<file path="src/rtl/invader_fleet.sv">
// ---------------------------------------------------------------------------
// invader_fleet
//
// Owns the row of six invaders: alive flags, formation position, the
// march / drop / reverse pattern and laser-versus-invader hit detection.
//
// Ports
//   clk               system clock
//   rst               synchronous active-low reset
//   frame             one-cycle pulse per video frame
//   laser_active      player laser in flight
//   laser_x/laser_y   laser tip position
//   fleet_x/fleet_y   top-left corner of invader 0
//   alive             per-invader alive flags, bit i = invader i (left to right)
//   invader_collision one-hot, one-cycle hit pulse
//   wave_cleared      high while every invader is dead and waiting to respawn
//   invaded           high once the fleet has reached the invasion line
// ---------------------------------------------------------------------------
module invader_fleet #(
   parameter int INV_W          = 32,
   parameter int INV_H          = 16,
   parameter int PITCH          = 64,
   parameter int STEP_X         = 4,
   parameter int DROP_Y         = 16,
   parameter int MOVE_FRAMES    = 30,
   parameter int LEFT_BOUND     = 16,
   parameter int RIGHT_BOUND    = 624,
   parameter int START_X        = 112,
   parameter int START_Y        = 48,
   parameter int INVADE_Y       = 400,
   parameter int RESPAWN_FRAMES = 60
) (
   input  logic       clk,
   input  logic       rst,
   input  logic       frame,
   input  logic       laser_active,
   input  logic [9:0] laser_x,
   input  logic [9:0] laser_y,
   output logic [9:0] fleet_x,
   output logic [9:0] fleet_y,
   output logic [5:0] alive,
   output logic [5:0] invader_collision,
   output logic       wave_cleared,
   output logic       invaded
);

   // One counter serves both the march cadence and the respawn delay.
   localparam int CNT_MAX = (MOVE_FRAMES > RESPAWN_FRAMES) ? MOVE_FRAMES : RESPAWN_FRAMES;
   localparam int CNT_W   = $clog2(CNT_MAX + 1);

   typedef enum logic [1:0] {
      MARCH,
      CLEARED,
      INVADED
   } fleetState_t;

   fleetState_t      r_state;
   logic [9:0]       r_fleetX;
   logic [9:0]       r_fleetY;
   logic [5:0]       r_alive;
   logic [5:0]       r_collision;
   logic             r_dirRight;
   logic             r_waveCleared;
   logic             r_invaded;
   logic [CNT_W-1:0] r_frameCnt;

   logic [10:0]      w_xExt;
   logic [10:0]      w_yExt;
   logic [10:0]      w_laserXExt;
   logic [10:0]      w_laserYExt;
   logic             w_rowHit;
   logic [5:0]       w_hitOneHot;
   logic [5:0]       w_aliveAfterHit;
   logic             w_moveDue;
   logic             w_respawnDue;
   logic             w_atRight;
   logic             w_atLeft;
   logic             w_invadeNow;

   // Hit detection and boundary tests. Everything is widened to 11 bits so
   // the right-edge sum cannot wrap. The laser must be inside the fleet row
   // vertically; horizontally each live invader is tested and only the
   // lowest-indexed qualifying one is reported.
   always_comb begin
      w_xExt      = {1'b0, r_fleetX};
      w_yExt      = {1'b0, r_fleetY};
      w_laserXExt = {1'b0, laser_x};
      w_laserYExt = {1'b0, laser_y};
      w_rowHit    = laser_active &&
                    (w_laserYExt >= w_yExt) &&
                    (w_laserYExt <  w_yExt + 11'(INV_H));
      w_hitOneHot = '0;
      for (int i = 0; i < 6; i++) begin
         if ((w_hitOneHot == 6'd0) && w_rowHit && r_alive[i] &&
             (w_laserXExt >= w_xExt + 11'(i * PITCH)) &&
             (w_laserXExt <  w_xExt + 11'(i * PITCH + INV_W))) begin
            w_hitOneHot[i] = 1'b1;
         end
      end
      w_aliveAfterHit = r_alive & ~w_hitOneHot;
      w_moveDue       = frame && (r_frameCnt == CNT_W'(MOVE_FRAMES - 1));
      w_respawnDue    = frame && (r_frameCnt == CNT_W'(RESPAWN_FRAMES - 1));
      w_atRight       = (w_xExt + 11'(5 * PITCH + INV_W + STEP_X)) > 11'(RIGHT_BOUND);
      w_atLeft        = w_xExt < 11'(LEFT_BOUND + STEP_X);
      w_invadeNow     = (w_yExt + 11'(INV_H)) >= 11'(INVADE_Y);
   end

   // Fleet state machine. The invasion test runs every cycle in MARCH, but
   // since y only grows on a drop it first fires the cycle after the drop
   // lands, and it beats any kill arriving in that same cycle. A kill that
   // empties the row beats a coinciding move, so the wave clears in place.
   always_ff @(posedge clk) begin
      if (!rst) begin
         r_state       <= MARCH;
         r_fleetX      <= 10'(START_X);
         r_fleetY      <= 10'(START_Y);
         r_alive       <= 6'b111111;
         r_collision   <= '0;
         r_dirRight    <= 1'b1;
         r_waveCleared <= 1'b0;
         r_invaded     <= 1'b0;
         r_frameCnt    <= '0;
      end else begin
         r_collision <= '0;
         case (r_state)
            MARCH: begin
               if (w_invadeNow) begin
                  r_state   <= INVADED;
                  r_invaded <= 1'b1;
               end else begin
                  r_collision <= w_hitOneHot;
                  r_alive     <= w_aliveAfterHit;
                  if (w_aliveAfterHit == 6'd0) begin
                     r_state       <= CLEARED;
                     r_waveCleared <= 1'b1;
                     r_frameCnt    <= '0;
                  end else if (frame) begin
                     if (w_moveDue) begin
                        r_frameCnt <= '0;
                        if (r_dirRight ? w_atRight : w_atLeft) begin
                           r_fleetY   <= r_fleetY + 10'(DROP_Y);
                           r_dirRight <= ~r_dirRight;
                        end else if (r_dirRight) begin
                           r_fleetX <= r_fleetX + 10'(STEP_X);
                        end else begin
                           r_fleetX <= r_fleetX - 10'(STEP_X);
                        end
                     end else begin
                        r_frameCnt <= r_frameCnt + CNT_W'(1);
                     end
                  end
               end
            end
            CLEARED: begin
               if (frame) begin
                  if (w_respawnDue) begin
                     r_state       <= MARCH;
                     r_waveCleared <= 1'b0;
                     r_fleetX      <= 10'(START_X);
                     r_fleetY      <= 10'(START_Y);
                     r_alive       <= 6'b111111;
                     r_dirRight    <= 1'b1;
                     r_frameCnt    <= '0;
                  end else begin
                     r_frameCnt <= r_frameCnt + CNT_W'(1);
                  end
               end
            end
            INVADED: begin
               r_state <= INVADED;
            end
            default: begin
               r_state <= MARCH;
            end
         endcase
      end
   end

   // Outputs come straight from registers.
   assign fleet_x           = r_fleetX;
   assign fleet_y           = r_fleetY;
   assign alive             = r_alive;
   assign invader_collision = r_collision;
   assign wave_cleared      = r_waveCleared;
   assign invaded           = r_invaded;

endmodule

</file>
<file path="config.mk">
export PLATFORM = sky130hd
export DESIGN_NAME = invader_fleet
export DESIGN_NICKNAME = d
export VERILOG_FILES = /design/src/rtl/invader_fleet.sv
export SDC_FILE = /design/constraint.sdc
export NUM_CORES = 1
export LEC_CHECK = 0
export CORE_ASPECT_RATIO = 2
export CORE_MARGIN = 4
export CORE_UTILIZATION = 58
export CTS_BUF_LIST = sky130_fd_sc_hd__clkbuf_4 sky130_fd_sc_hd__clkbuf_8
export CTS_CLUSTER_DIAMETER = 100
export CTS_CLUSTER_SIZE = 8
export DETAILED_ROUTE_END_ITERATION = 7
export GPL_ROUTABILITY_DRIVEN = 1
export PLACE_DENSITY = 0.85
export SYNTH_ARGS = -nofsm -noshare
export SYNTH_HDL_FRONTEND = slang
export SYNTH_SLANG_ARGS = --single-unit
export TNS_END_PERCENT = 50
</file>
<file path="constraint.sdc">
create_clock -name clk -period 4.45 [get_ports clk]
set_input_delay 0.89 -clock clk [delete_from_list [all_inputs] [get_ports clk]]
set_output_delay 0.89 -clock clk [all_outputs]
set_load 0.05 [all_outputs]
</file>
=== Yosys cells after proc, flatten, opt, wreduce, memory -nomap -nowiden ===
Cells that the tools add are included.

* Bits in registers: 43
* Output and inout bits: 34
* Word-level logic and storage cells: 159

* Add/subtract/negate cells: 17
* $lt $le $gt $ge: 17
* Equality and inequality tests: 15
* Mux-type cells: 53
* Bitwise gates (word level): 6
* Reduce and logical (&&, ||, !) cells: 42

{| class="wikitable"
|+ Operators by type and width
! cell !! number
|-
| $mux W10 || 15
|-
| $lt A10 B11 Y1 || 7
|-
| $add A10 B9 Y11 const B || 5
|-
| $ge A10 B11 Y1 || 5
|-
| $mux W6 || 9
|-
| $add A10 B8 Y11 const B || 4
|-
| $pmux W10 S2 || 2
|-
| $logic_and A1 B1 Y1 || 27
|-
| $pmux W6 S2 || 2
|-
| $add A10 B7 Y11 const B || 2
|-
| $ge A10 B10 Y1 || 2
|-
| $mux W1 || 18
|-
| $ne A2 B2 Y1 const B || 9
|-
| $reduce_and A8 Y1 || 2
|-
| $add A10 B5 Y11 const B || 1
|-
| $add A10 B6 Y11 const B || 1
|-
| $ge A11 B9 Y1 const B || 1
|-
| $gt A11 B10 Y1 const B || 1
|-
| $add A10 B3 Y10 const B || 1
|-
| $add A10 B5 Y10 const B || 1
|-
| $lt A10 B5 Y1 const B || 1
|-
| $sub A10 B3 Y10 const B || 1
|-
| $mux W2 || 4
|-
| $reduce_and A4 Y1 || 2
|-
| 21 further kinds || 27
|}

=== Logic depth before layout (Yosys ltp) ===
Gate-level depths: netlist (run 1).

* Word-level depth: 43
* Depth in mapped cells: 17
* Gate-level depth less buffers: 16

=== Worst setup path before layout (run 1) ===
Ideal clock, no wire load.

* Path kind: register to register
* From: register r_fleetX[8] (netlist: fleet_x[8])
* To: register r_frameCnt[5]
* Library setup time: 0.122 ns
* Arrival time: 3.846 ns
* Data required time: 4.328 ns
* Path slack: 0.482 ns
* Stages on the path, launching flop included: 15
* Buffers on the path: 1
* Period minus slack after synthesis: 3.968 ns
* Cells stage by stage: dfxtp_1 -> clkbuf_1 -> inv_1 -> ha_1 -> a21oi_1 -> xnor2_1 -> ha_1 -> a21oi_1 -> a31oi_1 -> a2111oi_0 -> nand4_1 -> nor3_2 -> o21bai_4 -> o311a_4 -> a221o_1

* Cells in the longest elaborated chain, start to end: 40

{| class="wikitable"
|+ Ends and longest elaborated chain
! item !! RTL line !! text
|-
| start: declaration || 58 || <nowiki>logic [9:0] r_fleetX;</nowiki>
|-
| start signal: assignment || 115 || <nowiki>r_fleetX <= 10'(START_X);</nowiki>
|-
| start signal: assignment || 144 || <nowiki>r_fleetX <= r_fleetX + 10'(STEP_X);</nowiki>
|-
| start signal: assignment || 146 || <nowiki>r_fleetX <= r_fleetX - 10'(STEP_X);</nowiki>
|-
| $add A10 B6 Y11 or $ge A10 B10 Y1 (tied branches) || 96, 95 ||
|-
| $lt A10 B11 Y1 or $logic_and A1 B1 Y1 (tied branches) || 96, 94 ||
|-
| $logic_and A1 B1 Y1 || 95 || <nowiki>(w_laserXExt >= w_xExt + 11'(i * PITCH)) &&</nowiki>
|-
| $mux W1 || 94 || <nowiki>if ((w_hitOneHot == 6'd0) && w_rowHit && r_alive[i] &&</nowiki>
|-
| $not A1 Y1 || 94 ||
|-
| $logic_and A1 B1 Y1 (3 in a row) || 94 ||
|-
| $logic_and A1 B1 Y1 || 95 ||
|-
| $mux W1 || 94 ||
|-
| [22 not listed] || n/a ||
|-
| $logic_and A1 B1 Y1 || 95 ||
|-
| $mux W1 || 94 ||
|-
| $not A6 Y6 * || 100 || <nowiki>w_aliveAfterHit = r_alive & ~w_hitOneHot;</nowiki>
|-
| $and A6 B6 Y6 * || 100 ||
|-
| $logic_not A6 Y1 * || 133 || <nowiki>if (w_aliveAfterHit == 6'd0) begin</nowiki>
|-
| $mux W6 || 133 ||
|-
| $mux W6 || 127 || <nowiki>if (w_invadeNow) begin</nowiki>
|-
| $pmux W6 S2 || 125 || <nowiki>case (r_state)</nowiki>
|-
| end signal: assignment || 149 || <nowiki>r_frameCnt <= r_frameCnt + CNT_W'(1);</nowiki>
|-
| end signal: assignment || 165 || <nowiki>r_frameCnt <= r_frameCnt + CNT_W'(1);</nowiki>
|-
| end: declaration || 65 || <nowiki>logic [CNT_W-1:0] r_frameCnt;</nowiki>
|}

Mark *: on every way between the ends. The rest lies on a longest branch, timed or not. The select of a mux whose other input is x is not followed.
A chain may end at the register's enable or synchronous reset.

=== Worst setup path in the final report (run 1) ===
* From: register r_fleetX[7] (netlist: fleet_x[7])
* To: register r_frameCnt[0]

Same word-level chain as after synthesis.

==> results of run 1 <==
## placed cells by master, fill, tap and decap left out, drive strengths merged, types with 3 or more instances in the layout
cell            n
ha             74
clkdlybuf4s50  45
a21oi          41
inv            39
dfxtp          37
nand2          33
nor2           25
xnor2          23
o21ai          23
nand3          20
buf            19
nor2b          15
a21o           13
nor3           11
and3            9
mux2i           7
o21bai          7
or2             7
a31oi           7
nand2b          6
nand3b          6
o21a            6
conb            6
nand4           5
clkbuf          5
or3             4
a31o            4
o22ai           4
o211ai          4
a211oi          4
xor2            3
a211o           3
a41oi           3
and2            3
and4            3
a41o            3
or3b            3
## registers in the layout, indices dropped and copies added (netlist names)
signal             count
r_frameCnt             6
invaded                1
fleet_x                8
alive                  6
r_dirRight             1
invader_collision      6
r_state                2
fleet_y                6
wave_cleared           1
## through the flow
stage / total power [uW] / hold WS, ns / std cells
after CTS: 861.0 / 0.4710 / 652
final: 858.3 / 0.4671 / 652
after floorplan: 501.2 / 0.4877 / 510
after global placement: 551.8 / 0.4519 / 644
after detailed placement: 561.1 / 0.4519 / 644
after global routing: 901.4 / 0.4949 / 652
## area by class of cell
cell class / instances / area share
Clock inverter: 3 / 0.009313
Inverter: 39 / 0.02945
Tap cell: 90 / 0.02265
Multi-Input combinational cell: 414 / 0.6539
Timing Repair Buffer: 64 / 0.1218
Sequential cell: 37 / 0.1490
Clock buffer: 5 / 0.01384
## metal layers
metal / wire, microns / vias to the layer above
met5: 0 / -
met4: 757 / 0
met3: 380 / 57
met2: 6292 / 122
met1: 3797 / 1904
li1: - / 1941
## path summary, 6_finish.rpt
check / from / endpoint / slack, ns / cells past startpoint
worst min-delay path: wave_cleared / wave_cleared / 0.47 / 1
worst max register to register: fleet_x[7] / r_frameCnt[0] / 0.40 / 15
worst max-delay path: fleet_x[7] / r_frameCnt[0] / 0.40 / 15
worst min register to register: wave_cleared / wave_cleared / 0.47 / 1
## power by group
part,internal (uW),total [uW],switching [uW],leakage [uW]
Combinational,83.6,187,104,0.00194
Sequential,347,368,21.4,0.000300
Clock,168,303,135,0.0000543
Total,598,858,260,0.00230
## kinds of logic (layout without fill, tap and decap cells)
group | count (synthesis) | after routing
simple gates | 155 | 155
compound gates | 145 | 145
fa+ha+maj | 75 | 75
buf+inv | 59 | 111
flops | 37 | 37
xor+xnor | 26 | 26
mux | 7 | 7
other cells | 1 | 6
## worst max-delay path, delay by kind of cell (launching register included)
family	cells	cell delay [ns]
fa+ha+maj	2	0.57
buf+inv	1	0.26
xor+xnor	1	0.15
simple gates	2	0.37
flops	1	0.70
compound gates	9	1.96
==> results.py, run 1 <==
metrics = {
    "detailed_routing": {
        "drt_wl_total_microns": 11230,
        "route.detailed.drc": 0,
        "wl_per_cell_microns": 17.22,
        "detail-route-antenna-nets": 0,
        "vias": 4024,
        "via_per_inst": 6.172,
        "first_pass_iters": 6,
        "drt_iter0_drc": 187,
    },
    "timing": {
        "fin_crit_sh": 0.9097,
        "final-max-slew-violation-count": 0,
        "fin_ws_ns": 0.4019,
        "maxSlewHeadroom": 0.6054,
        "period_minus_slack_ns": 4.048,
        "fmax_ghz": 0.2470,
        "fin_worst_skew_ns": 0.008509,
        "tightestPinTransition_ns": 0.5912,
        "rsz0062_at_grt": "false",
        "setup-tns-final_ns": 0,
        "setup_viol": 0,
        "finalHoldViolations": 0,
    },
    "layout": {
        "finish.instance_area_sq_um": 4971,
        "multi_input_area_sq_um": 3251,
        "area_growth_pct": 17.61,
        "antenna_cells": 0,
        "fill_cells": 572,
        "nets": 660,
        "seq_area_sq_um": 740.7,
        "final_core_util": 0.7107,
        "final_layout_size_suffix_gt1_frac": 0.1085,
    },
    "placement": {
        "dp_slack_ns": 0.1346,
        "hpwl_microns": 9216,
        "gp_congestion": 0.9882,
        "placed_area_sq_um": 4856,
        "port_buffers": 45,
    },
    "worst_setup_path": {
        "worstPathArrival_ns": 4.30,
        "crit_fanout": 15,
        "critical_path_class": "flip-flop to flip-flop",
        "end_kind": "flip-flop",
        "cpPeakStageDelay_ns": 0.70,
        "worstPathCellList": "inv_1 -> ha_1 -> a21oi_1 -> xnor2_1 -> ha_1 -> a211oi_1 -> o21ai_0 -> o21bai_1 -> o311ai_4 -> nand2_1 -> o41ai_4 -> o41ai_1 -> a21oi_1 -> nor3_1 -> a21o_1",
        "slowest_stage": "dfxtp_1",
        "worstSetupStartpointType": "flip-flop",
        "critPathRequiredTime_ns": 4.70,
    },
    "global_routing": {
        "grt_use_met1": 0.2613,
        "grt.busiest_layer": "met2",
        "antenna_found_initial": 0,
        "grt_usage": 0.2798,
        "grt_pass1_wl_microns": 19040,
        "met2_usage": 0.5284,
        "grt_max_degree": 30,
        "grtUsageMet3": 0.03930,
        "grt_overflow": 0,
        "grt_pass1_vias": 4206,
    },
    "yosys": {
        "ys_warn_count": 0,
        "ys.flop_type": "dfxtp_1",
        "synthSimpleGateAreaFrac": 0.2028,
        "synth_area_sq_um": 4227,
        "syn_avg_cell_area_sq_um": 8.369,
        "synth_top_cell_by_area": "ha_1",
        "synth.distinct_cells": 77,
        "async_reset_ff_frac": 0,
        "yosys-top-cells-area": "ha_1 (22%), dfxtp_1 (18%), xnor2_1 (4.8%), a21oi_1 (4.6%), inv_1 (3.4%)",
        "synthMuxAreaShare": 0.01658,
        "synthAdderAreaFrac": 0.2238,
        "synth-xor-area-share": 0.05388,
        "synth_top_family_by_area": "compound AO/OA/AOI/OAI gates",
        "yosysMostFrequentCell": "ha_1",
        "synth_top_cell_area_share": 0.2191,
        "ys_ff_latch": 37,
        "synth_common_cells": "ha_1 (74), a21oi_1 (39), inv_1 (38)",
        "synth_compound_area_frac": 0.2667,
        "synth_edf_count": 0,
        "syn_inst": 505,
        "seq_area_frac_synth": 0.1753,
    },
    "clock_network": {
        "cts_buffer_depth": 2,
        "cts_sinks": 37,
        "cts_buffers": 5,
        "cts_tree": "built",
        "clk_pin_slew_worst_paths_ns": 0.08,
        "cts_max_level": 2,
        "root_buffer": "clkbuf_8",
        "hold_buffers": 0,
        "cts_resized": 0,
        "cts_setup_buffers": 0,
        "clk_latency_ns": 0.31,
    },
    "power_and_ir_drop": {
        "ir_drop_uv": 377.4,
        "power_density_nw_per_um2": 172.7,
        "p_leak_uw": 0.002296,
    },
    "floorplan": {
        "io_pins": 58,
        "start_util": 0.6043,
        "die_w_microns": 68.36,
        "dieArea_sq_um": 8800,
        "die_y_microns": 128.7,
        "placeableCoreArea_sq_um": 6994,
        "rows": 43,
    },
    "job": {
        "drv_cap": 0,
    },
    "worst_hold_path": {
        "hold_class": "flip-flop to flip-flop",
    },
    "outcome": {
        "status": "finished clean",
    },
}
No activity file was read; power rests on OpenSTA's default activity.
==> run 2, diff against run 1 <==
CTS_CLUSTER_SIZE = default   (was 8)
==> results of run 2 <==
Same layout as run 1: the final DEF is identical, and so are final timing and power.
